<file path="src/rtl/clint_responder_if.sv">
// Data-RAM request port as seen by the CLINT. The core side drives the
// request; the CLINT answers with hit and read data in the same cycle.
//
// Handshake: there is no ready signal. A transfer happens in every cycle
// where ram_req_i is high. ram_we_i selects write (committed at the next
// rising clock) or read (ram_data_o valid combinationally in that cycle).
// hit_o qualifies ram_data_o for the interconnect's RAM/CLINT data mux.
interface clint_responder_if #(
    parameter int XLEN = 32
);
    logic            ram_req_i;
    logic            ram_we_i;
    logic [XLEN-1:0] ram_addr_i;
    logic [XLEN-1:0] ram_wdata_i;
    logic [XLEN-1:0] ram_data_o;
    logic            hit_o;

    modport master (
        output ram_req_i,
        output ram_we_i,
        output ram_addr_i,
        output ram_wdata_i,
        input  ram_data_o,
        input  hit_o
    );

    modport slave (
        input  ram_req_i,
        input  ram_we_i,
        input  ram_addr_i,
        input  ram_wdata_i,
        output ram_data_o,
        output hit_o
    );
endinterface

</file>
<file path="src/rtl/clint_responder.sv">
// Core-local interruptor: 64-bit mtime with prescaler, 64-bit mtimecmp and
// msip, mapped into a 64 KiB window on the core's data-RAM port. Drives the
// core's timer and software interrupt inputs. Register map assumes XLEN=32.
module clint_responder #(
    parameter int              XLEN      = 32,
    parameter logic [XLEN-1:0] BASE_ADDR = 32'h0200_0000,
    parameter int              TICK_DIV  = 1
) (
    input  logic               clk_i,
    input  logic               rst_i,
    clint_responder_if.slave   bus,
    output logic               timer_irq_o,
    output logic               software_irq_o
);
    localparam logic [15:0] OFF_MSIP     = 16'h0000;
    localparam logic [15:0] OFF_CMP_LO   = 16'h4000;
    localparam logic [15:0] OFF_CMP_HI   = 16'h4004;
    localparam logic [15:0] OFF_MTIME_LO = 16'hBFF8;
    localparam logic [15:0] OFF_MTIME_HI = 16'hBFFC;

    // A one-bit counter is kept even for TICK_DIV=1 so the width never hits zero.
    localparam int              CNT_W    = (TICK_DIV > 1) ? $clog2(TICK_DIV) : 1;
    localparam logic [CNT_W-1:0] DIV_LAST = CNT_W'(TICK_DIV - 1);

    logic [CNT_W-1:0] div_cnt;
    logic [CNT_W-1:0] div_nxt;
    logic             tick;
    logic [63:0]      mtime;
    logic [63:0]      mtime_nxt;
    logic [63:0]      mtimecmp;
    logic             msip;
    logic             hit;
    logic             wr_en;
    logic [15:0]      offset;
    logic [31:0]      wdata;
    logic [31:0]      rd_word;
    logic [1:0]       unused_addr_lsb;

    // Window decode; the two address LSBs are dropped so every access is a word.
    assign hit             = bus.ram_req_i && (bus.ram_addr_i[XLEN-1:16] == BASE_ADDR[XLEN-1:16]);
    assign offset          = {bus.ram_addr_i[15:2], 2'b00};
    assign unused_addr_lsb = bus.ram_addr_i[1:0];
    assign wr_en           = hit && bus.ram_we_i;
    assign wdata           = bus.ram_wdata_i[31:0];
    assign bus.hit_o       = hit;

    // Prescaler: wraps at TICK_DIV-1 and is not disturbed by mtime writes.
    assign tick    = (div_cnt == DIV_LAST);
    assign div_nxt = tick ? '0 : div_cnt + 1'b1;

    // Next mtime: a bus write to one half wins over the tick and leaves the
    // other half at its pre-increment value (no carry across the halves).
    always_comb begin
        mtime_nxt = tick ? (mtime + 64'd1) : mtime;
        if (wr_en && offset == OFF_MTIME_LO) begin
            mtime_nxt = {mtime[63:32], wdata};
        end else if (wr_en && offset == OFF_MTIME_HI) begin
            mtime_nxt = {wdata, mtime[31:0]};
        end
    end

    // Same-cycle read mux; unmapped offsets and writes return zero.
    always_comb begin
        rd_word = 32'h0;
        case (offset)
            OFF_MSIP:     rd_word = {31'h0, msip};
            OFF_CMP_LO:   rd_word = mtimecmp[31:0];
            OFF_CMP_HI:   rd_word = mtimecmp[63:32];
            OFF_MTIME_LO: rd_word = mtime[31:0];
            OFF_MTIME_HI: rd_word = mtime[63:32];
            default:      rd_word = 32'h0;
        endcase
        bus.ram_data_o = (hit && !bus.ram_we_i) ? XLEN'(rd_word) : '0;
    end

    // Register file, counter and registered interrupt level; reset beats any write.
    always_ff @(posedge clk_i) begin
        if (rst_i) begin
            div_cnt     <= '0;
            mtime       <= 64'h0;
            mtimecmp    <= {64{1'b1}};
            msip        <= 1'b0;
            timer_irq_o <= 1'b0;
        end else begin
            div_cnt     <= div_nxt;
            mtime       <= mtime_nxt;
            timer_irq_o <= (mtime >= mtimecmp);
            if (wr_en && offset == OFF_CMP_LO) begin
                mtimecmp[31:0] <= wdata;
            end
            if (wr_en && offset == OFF_CMP_HI) begin
                mtimecmp[63:32] <= wdata;
            end
            if (wr_en && offset == OFF_MSIP) begin
                msip <= wdata[0];
            end
        end
    end

    // msip is itself a flop, so the software interrupt follows the write by one edge.
    assign software_irq_o = msip;

endmodule
</file>
<file path="src/flat_wrapper.sv">
// flat-port wrapper written by rule: the top's interface ports become plain ports
module clint_responder_flat 
#(
    parameter int              XLEN      = 32,
    parameter logic [XLEN-1:0] BASE_ADDR = 32'h0200_0000,
    parameter int              TICK_DIV  = 1
)
  (clk_i, rst_i, timer_irq_o, software_irq_o, bus_ram_req_i, bus_ram_we_i, bus_ram_addr_i, bus_ram_wdata_i, bus_ram_data_o, bus_hit_o);
  clint_responder_if #(.XLEN(XLEN)) bus_i ();
  input  logic clk_i;
  input  logic rst_i;
  output logic timer_irq_o;
  output logic software_irq_o;
  input wire logic [$bits(bus_i.ram_req_i)-1:0] bus_ram_req_i;
  input wire logic [$bits(bus_i.ram_we_i)-1:0] bus_ram_we_i;
  input wire logic [$bits(bus_i.ram_addr_i)-1:0] bus_ram_addr_i;
  input wire logic [$bits(bus_i.ram_wdata_i)-1:0] bus_ram_wdata_i;
  output wire logic [$bits(bus_i.ram_data_o)-1:0] bus_ram_data_o;
  output wire logic [$bits(bus_i.hit_o)-1:0] bus_hit_o;
  assign bus_i.ram_req_i = bus_ram_req_i;
  assign bus_i.ram_we_i = bus_ram_we_i;
  assign bus_i.ram_addr_i = bus_ram_addr_i;
  assign bus_i.ram_wdata_i = bus_ram_wdata_i;
  assign bus_ram_data_o = bus_i.ram_data_o;
  assign bus_hit_o = bus_i.hit_o;
  clint_responder #(.XLEN(XLEN), .BASE_ADDR(BASE_ADDR), .TICK_DIV(TICK_DIV)) u_core (.clk_i(clk_i), .rst_i(rst_i), .bus(bus_i), .timer_irq_o(timer_irq_o), .software_irq_o(software_irq_o));
endmodule
</file>
<file path="config.mk">
export PLATFORM = sky130hd
export DESIGN_NAME = clint_responder_flat
export DESIGN_NICKNAME = d
export VERILOG_FILES = /design/src/rtl/clint_responder_if.sv /design/src/rtl/clint_responder.sv /design/src/flat_wrapper.sv
export SDC_FILE = /design/constraint.sdc
export NUM_CORES = 1
export LEC_CHECK = 0
export CAP_MARGIN = 10
export CELL_PAD_IN_SITES_DETAIL_PLACEMENT = 1
export CELL_PAD_IN_SITES_GLOBAL_PLACEMENT = 1
export CORE_MARGIN = 2
export CORE_UTILIZATION = 43
export DETAILED_ROUTE_END_ITERATION = 6
export GPL_ROUTABILITY_DRIVEN = 0
export GPL_TIMING_DRIVEN = 0
export PLACE_DENSITY_LB_ADDON = 0.05
export SLEW_MARGIN = 20
export SYNTH_ARGS = -nofsm -noshare
export SYNTH_HDL_FRONTEND = slang
export SYNTH_SLANG_ARGS = --single-unit
</file>
<file path="constraint.sdc">
create_clock -name clk_i -period 4.3 [get_ports clk_i]
set_clock_uncertainty 0.2 [all_clocks]
set_input_delay 1.29 -clock clk_i [delete_from_list [all_inputs] [get_ports clk_i]]
set_output_delay 1.29 -clock clk_i [all_outputs]
set_load 0.01 [all_outputs]
</file>
==> out/qor.tcl, run 1 <==
set qor(run_status) {finished with violations}
set qor(violated_checks) {setup timing}
set qor(timing.final.max_slew_violations) 0
set qor(drt_pass1_iterations) 7
set qor(cellPowerDensity_nw_per_um2) 252.7
set qor(grt_use_met3_pct) 8.598
set qor(final-seq-area_um2) 2623
set qor(netlist.top_cell.by_area) {dfxtp_1}
set qor(hold_buffers) 0
set qor(ys_dominant_reg_cell) {dfxtp_1}
set qor(critical-path-top-delay-family) {simple AND/OR/NAND/NOR gates}
set qor(clock_insertion_delay_worst_skew_ps) 440
set qor(power.leakage_nw) 4.982
set qor(io_pins) 103
set qor(starting_density_of_the_core_pct) 43.67
set qor(fillerInstances) 2513
set qor(wl_per_cell_um) 27.24
set qor(fmax_ghz) 0.2243
set qor(place_hpwl_um) 29540
set qor(remaining_drc_errors) 0
set qor(cells_along_the_critical_path) {clkdlybuf4s50_1 > inv_1 > nor4_2 > nand2_1 > nor3_4 > clkbuf_1 > o211ai_1}
set qor(asyncSetResetFlopFracSynth_pct) 0
set qor(gr-max-usage-layer) {met2}
set qor(largest_net_degree_at_the_start_of_global_routing) 17
set qor(multiInputGateArea_um2) 6222
set qor(dpl.cell_count) 1518
set qor(cts.htree.levels) 4
set qor(drt-vias-per-instance) 6.615
set qor(tritoncts_clock_tree) {yes}
set qor(met2_usage_pct) 60.09
set qor(clk_pin_slew_worst_paths_ps) 70
set qor(grt-ovfl-total) 0
set qor(port_buffer_count) 99
set qor(min_period_ps) 4458
set qor(num-nets-final) 1428
set qor(syn_nets) 1277
set qor(yosysWarnings) 0
set qor(areaGrowthSynthToFinish_pct) 31.09
set qor(count_of_flip_flops_with_a_built_in_enable_after_synthesis) 0
set qor(synth_cells) 1144
set qor(fp.dieW_um) 149.9
set qor(worst_setup_path_start_kind) {input port}
set qor(synth_largest_type_area_fraction_pct) 28.66
set qor(numCtsBuffers) 17
set qor(coreArea_um2) 20960
set qor(finalNonFillerCells) 1584
set qor(setup_ws_ps) -158.4
set qor(min_path_type) {register to register}
set qor(first_global_vias) 10659
set qor(grt_pass1_wl_um) 64030
set qor(row_count) 53
set qor(cts.sink_count) 131
set qor(ctsRootBufferMaster) {clkbuf_16}
set qor(placed_cell_area_um2) 10490
set qor(cp-startpoint) {bus_ram_we_i}
set qor(endpoint) {u_core.mtimecmp[13]}
set qor(syn-cell-area_um2) 9151
set qor(endpoint_kind) {register}
set qor(critical_path.slowest_cell) {nor4_2}
set qor(finalCoreUtilization_pct) 57.25
set qor(synthTopCellsByArea) {dfxtp_1, ha_1, o211ai_1}
set qor(drt_iter0_markers) 956
set qor(finalHoldViolations) 0
set qor(grt.total_usage_pct) 37.93
set qor(cp.required_ps) 4360
set qor(rsz0062_at_grt) {yes}
set qor(cp.buffers_inverters) 3
set qor(reg2reg_from) {u_core.mtime[24]}
set qor(yosys.cell_types.count) 74
set qor(globalRouteMet1Util_pct) 48.11
set qor(final_antenna_net_count) 0
set qor(cp_max_fo) 10
set qor(timing.max_cap.violations) 0
set qor(critical_path.max_stage_delay_ps) 780
set qor(cp_data_arrival_time_ps) 4520
set qor(timing.slew.headroom_pct) 22.94
set qor(yosysSeqAreaShare_pct) 28.66
set qor(die_y_um) 149.9
set qor(final_min_period_over_clock_period_pct) 103.7
set qor(die_area_um2) 22470
set qor(setup_viol) 73
set qor(ctsLongestPathBuffers) 2
set qor(worstMarginPinSlew_ps) 1141
set qor(timing.hold.ws_ps) 328.4
set qor(fraction_of_layout_instances_using_a_drive_strength_above_1_pct) 19.50
set qor(worst_r2r_path_depth) 7
set qor(detail_route.wirelength_um) 43160
set qor(synth-seq-cells) 131
set qor(critical_path_cell_count) 7
set qor(worst_r2r_endpoint) {u_core.mtime[50]}
set qor(syn-mean-instance-area_um2) 7.999
set qor(detailedPlace.worstSlack_ps) -1762
set qor(criticalPathCategory) {input port to register}
set qor(final_design_area_no_fill_um2) 12000
set qor(worst_ir_drop_vdd_uv) 211.0
set qor(timing.hold.worst_path_depth) 2
set qor(antenna_found_initial) 1
set qor(timing.reg2reg.setup_slack_ps) 1050
set qor(total_number_of_vias) 10478
placed cells by master (no fill, tap or decap), types with 17 or more instances in the layout:
cell             Yosys  routed
buf_2               14      32
nor2_1              74      44
and3_1              17      17
dfxtp_1            131     131
a222oi_1            31      31
clkdlybuf4s50_1      0      36
clkbuf_1            58      44
ha_1                65      65
nand2_1            122     119
nand3_1             43      41
xor2_1              23      23
a211oi_1            22      22
buf_4                1      23
buf_6                5      34
nand4_1             49      49
inv_1               75      74
a21oi_1             67      66
o21ai_0             51      51
o211ai_1            71      71
nor3_1              22      21
mux2_2              35      35
and4_1              18      18
nor2_4               0      25
clkbuf_16            0      26
layout make-up:
cell class / instances / share of cell area [%]
sequential: 131 / 21.86
timing repair buffer: 132 / 10.59
multi-input combinational: 856 / 51.87
clock inverter: 13 / 1.471
antenna: 1 / 0.02086
clock buffer: 19 / 3.609
inverter: 76 / 2.378
buffer: 81 / 5.340
tap: 275 / 2.868
how the worst min path moves through the flow:
stage / startpoint / end / slack (ps)
floorplan: u_core.mtimecmp[0] / u_core.mtimecmp[0] / 260
global placement: u_core.mtimecmp[7] / u_core.mtimecmp[7] / 310
detailed placement: u_core.software_irq_o / u_core.software_irq_o / 310
CTS: u_core.mtimecmp[12] / u_core.mtimecmp[12] / 330
global route: u_core.mtimecmp[7] / u_core.mtimecmp[7] / 350
finish: u_core.mtimecmp[3] / u_core.mtimecmp[3] / 330
through the flow:
step | TNS [ps] | power, mW
global placement | -79810 | 1.445
CTS | 0 | 3.003
global route | -9857 | 3.081
detailed placement | -86310 | 1.448
floorplan | 0 | 1.321
finish | -5364 | 3.032
tightest hold or removal path, cell delays in order, from the launching register on:
cell	delay [ps]
dfxtp_1	310
inv_1	70
o211ai_1	90
routing by layer:
layer / vias to the layer above / part of all wire, %
li1: 4623 / -
met1: 5137 / 40
met2: 569 / 46
met3: 149 / 9.0
met4: 0 / 4.7
met5: - / 0
cell usage after synthesis, drive strengths merged, types with 3 or more instances:
master / number
clkbuf: 61
inv: 75
dfxtp: 131
a21oi: 68
o31ai: 7
a211oi: 22
nand4: 50
o21a: 3
nor4b: 4
mux2i: 8
and2: 10
and3: 18
a22oi: 3
a31oi: 5
nor3: 24
xnor2: 5
or3: 5
nand3: 43
nor2b: 3
or4: 8
a21o: 5
nor4: 25
nand2: 124
mux2: 36
ha: 65
buf: 20
a32oi: 4
o211ai: 71
a211o: 8
nor2: 74
xor2: 23
and4: 18
a222oi: 31
o21ai: 53
power breakdown:
| group | switching [mW] | total (mW) | internal (mW) |
|---|---|---|---|
| combinational | 0.136 | 0.225 | 0.0899 |
| sequential | 0.00788 | 1.22 | 1.22 |
| clock | 0.656 | 1.58 | 0.925 |
cell families (layout without fill, tap and decap cells):
group | Yosys count | count (layout) | synth area share, %
simple gates | 417 | 417 | 24.15
compound gates | 301 | 301 | 22.83
buf+inv | 157 | 321 | 7.410
flops | 131 | 131 | 28.66
fa+ha+maj | 65 | 65 | 8.887
mux | 44 | 44 | 5.346
xor+xnor | 28 | 28 | 2.680
other cells | 1 | 2 | 0.04098
state kept, by name, summed over array words and instances, names as in the netlist:
register	cells
u_core.mtime	64
u_core.timer_irq_o	1
u_core.mtimecmp	64
u_core.div_cnt	1
u_core.software_irq_o	1
timing repair:
item / 4_1_cts / 5_1_grt
gates resized for setup: 330 / 76
pin swaps: 31 / 50
setup endpoints to repair: 52 / 78
buffers inserted: 21 / 5
endpoints found under the hold margin: 0 / 0
gates cloned: 6 / 1
Note: power is estimated with default switching activity, not from simulation.
==> run 2, diff against run 1 <==
--- a/config.mk
+++ b/config.mk
@@ -8,11 +8,10 @@
 export CAP_MARGIN = 10
 export CELL_PAD_IN_SITES_DETAIL_PLACEMENT = 1
 export CELL_PAD_IN_SITES_GLOBAL_PLACEMENT = 1
-export CORE_MARGIN = 2
+export CORE_MARGIN = 3
 export CORE_UTILIZATION = 43
 export DETAILED_ROUTE_END_ITERATION = 6
 export GPL_ROUTABILITY_DRIVEN = 0
-export GPL_TIMING_DRIVEN = 0
 export PLACE_DENSITY_LB_ADDON = 0.05
 export SLEW_MARGIN = 20
 export SYNTH_ARGS = -nofsm -noshare
==> run 2 against run 1 <==
Net effect:
- the flow still finishes with violations (setup timing)
- total power fell by 1.7%
- clock power hardly changed
- combinational power shrank 9.8%
- worst setup slack gained 73 ps
- sequential power hardly changed
- first-iteration DRC count decreased by 8.5%
- non-clock buffer count down 27
- wire length fell by 16%
- critical path depth rose by 5
- largest power group unchanged
==> out/qor.tcl, run 2 (synthesis results as in run 1) <==
set qor(setup_ws_ps) -85.31 ;# +73.12 ps
set qor(drt-vias-per-instance) 6.364 ;# -3.8%
set qor(worstMarginPinSlew_ps) 1039 ;# -101.7 ps
set qor(finalCoreUtilization_pct) 56.62 ;# -0.63 points
set qor(final.setup.tns_ps) -1180 ;# +4184 ps
set qor(rsz0062_at_grt) {yes}
set qor(ctsLongestPathBuffers) 2 ;# unchanged
set qor(dpl.cell_count) 1498 ;# -1.3%
set qor(row_count) 52 ;# -1.9%
set qor(die_area_um2) 23070 ;# +2.7%
set qor(grt.total_usage_pct) 30.26 ;# -7.7 points
set qor(drt_iter0_markers) 875 ;# -8.5%
set qor(coreArea_um2) 20560 ;# -1.9%
set qor(clock_insertion_delay_worst_skew_ps) 430 ;# about the same
set qor(met2_usage_pct) 49.85 ;# -10 points
set qor(cp_max_fo) 8 ;# -2
set qor(critical_path.max_stage_delay_ps) 260 ;# -520 ps
set qor(finalNonFillerCells) 1550 ;# -2.1%
set qor(clk_pin_slew_worst_paths_ps) 70 ;# about the same
set qor(cts.htree.levels) 4 ;# unchanged
set qor(hold_path_startpoint) {u_core.mtimecmp[3]}
set qor(final_antenna_net_count) 0 ;# unchanged
set qor(hold_buffers) 0 ;# unchanged
set qor(detail_route.wirelength_um) 36250 ;# -16%
set qor(largestRegisters) {u_core.mtime: 64 flops, u_core.mtimecmp: 64 flops}
set qor(cells_along_the_critical_path) {buf_2 > nor4_4 > buf_4 > nand3_4 > nor2_4 > buf_6 > o311ai_4 > buf_6 > buf_16 > buf_12 > nor2_4 > buf_6}
set qor(fp.dieW_um) 151.9 ;# +1.3%
set qor(die_y_um) 151.9 ;# +1.3%
set qor(fmax_ghz) 0.2280 ;# +1.7%
set qor(io_pins) 103 ;# unchanged
set qor(grt_pass1_wl_um) 57080 ;# -11%
set qor(setup_viol) 29 ;# -60%
set qor(fillerInstances) 2448 ;# -2.6%
set qor(globalRouteMet1Util_pct) 40.68 ;# -7.4 points
set qor(worst_setup_path_start_kind) {input port}
set qor(timing.slew.headroom_pct) 30.09 ;# +7.1 points
set qor(min_period_ps) 4385 ;# -73.12 ps
set qor(tritoncts_clock_tree) {yes}
set qor(gr-max-usage-layer) {met2}
set qor(cellPowerDensity_nw_per_um2) 255.9 ;# +1.3%
set qor(fraction_of_layout_instances_using_a_drive_strength_above_1_pct) 19.38 ;# -0.12 points
set qor(endpoint_kind) {output port}
set qor(final_min_period_over_clock_period_pct) 102.0 ;# -1.7 points
set qor(wl_per_cell_um) 23.39 ;# -14%
set qor(first_global_vias) 10046 ;# -5.8%
set qor(timing.max_cap.violations) 0 ;# unchanged
set qor(numCtsBuffers) 17 ;# unchanged
set qor(placed_cell_area_um2) 10770 ;# +2.7%
set qor(antenna_found_initial) 1 ;# unchanged
set qor(violated_checks) {setup timing}
set qor(ctsRootBufferMaster) {clkbuf_16}
set qor(run_status) {finished with violations}
set qor(timing.critical_path.mode_cell) {buf_6}
set qor(cts.sink_count) 131 ;# unchanged
set qor(num-nets-final) 1401 ;# -1.9%
set qor(worst_r2r_endpoint) {u_core.mtime[61]}
set qor(reg2reg_from) {u_core.mtime[24]}
set qor(remaining_drc_errors) 0 ;# unchanged
set qor(final-seq-area_um2) 2623 ;# unchanged
set qor(timing.hold.worst_path_depth) 2 ;# unchanged
set qor(place_hpwl_um) 25580 ;# -13%
set qor(worst_r2r_path_depth) 6 ;# -1
set qor(criticalPathCategory) {input port to output port}
set qor(detailedPlace.worstSlack_ps) -898.6 ;# +863.9 ps
set qor(largest_net_degree_at_the_start_of_global_routing) 45 ;# +28
set qor(critical_path.slowest_cell) {nor4_4}
set qor(timing.final.max_slew_violations) 0 ;# unchanged
set qor(cp_data_arrival_time_ps) 2900 ;# -1620 ps
set qor(areaGrowthSynthToFinish_pct) 27.21
set qor(cp.required_ps) 2810 ;# -1550 ps
set qor(port_buffer_count) 100 ;# +1.0%
set qor(final_cell_mix) {dfxtp_1, nand2_1, inv_1, o211ai_1, a21oi_1}
set qor(timing.reg2reg.setup_slack_ps) 1140 ;# +90 ps
set qor(grt_use_met3_pct) 5.006 ;# -3.6 points
set qor(min_path_type) {register to register}
set qor(drt_pass1_iterations) 6 ;# -1
set qor(worst_ir_drop_vdd_uv) 201.3 ;# -4.6%
set qor(antenna-diode-count) 0 ;# -1
set qor(layout.cells.most_common) {dfxtp_1}
set qor(final_design_area_no_fill_um2) 11640 ;# -3.0%
set qor(power.leakage_nw) 4.959 ;# -0.46%
set qor(starting_density_of_the_core_pct) 44.51 ;# +0.84 points
set qor(finalHoldViolations) 0 ;# unchanged
set qor(multiInputGateArea_um2) 6098 ;# -2.0%
set qor(grt-ovfl-total) 0 ;# unchanged
set qor(total_number_of_vias) 9864 ;# -5.9%
set qor(min_delay_worst_endpoint) {u_core.mtimecmp[3]}
-- run 2: per-layer routing --
metal  wire, um  part of all wire [%]
met5         11                 0.030
met4        875                   2.4
met3       2443                   6.7
met2      17410                    48
met1      15510                    43
-- run 2: timing repair --
action / CTS / global route
buffers inserted: 18 / 2
gates resized for setup: 234 / 26
hold endpoints to repair: 0 / 0
gates cloned: 1 / 1
setup endpoints to repair: 33 / 33
pin swaps: 15 / 18
-- run 2: how the worst max path moves through the flow --
stage | from | to | cells after the start
finish | bus_ram_addr_i[7] | bus_ram_data_o[17] | 12
global route | bus_ram_addr_i[4] | bus_ram_data_o[1] | 10
CTS | bus_ram_addr_i[8] | bus_ram_data_o[17] | 12
global placement | bus_ram_addr_i[3] | bus_ram_data_o[14] | 10
floorplan | bus_ram_addr_i[17] | bus_ram_data_o[10] | 6
detailed placement | bus_ram_addr_i[6] | bus_ram_data_o[10] | 10
-- run 2: layout make-up --
class                   count  area share [%]
inverters                  76           2.451
flip-flops and latches    131           22.53
clock inverters            12           1.333
multi-input cells         856           52.39
repair buffers            186           14.51
clock buffers              19           3.891
well taps                 270           2.902
-- run 2: stage by stage --
stage	total power [mW]	hold slack, ps
floorplan	1.321	264.5
global placement	1.442	298.4
CTS	2.986	324.5
finish	2.979	322.8
global route	3.064	352.4
detailed placement	1.446	310.9
-- run 2: report_power, final --
part | switching, mW | leakage (nW) | internal, mW
Sequential | 0.00897 | 1.06 | 1.22
Clock | 0.608 | 0.296 | 0.942
Combinational | 0.114 | 3.61 | 0.0884
-- run 2: worst max-delay path, delay by kind of cell --
kind / cells / cell delay (ps)
compound gates: 1 / 90
buf+inv: 7 / 940
simple gates: 4 / 570
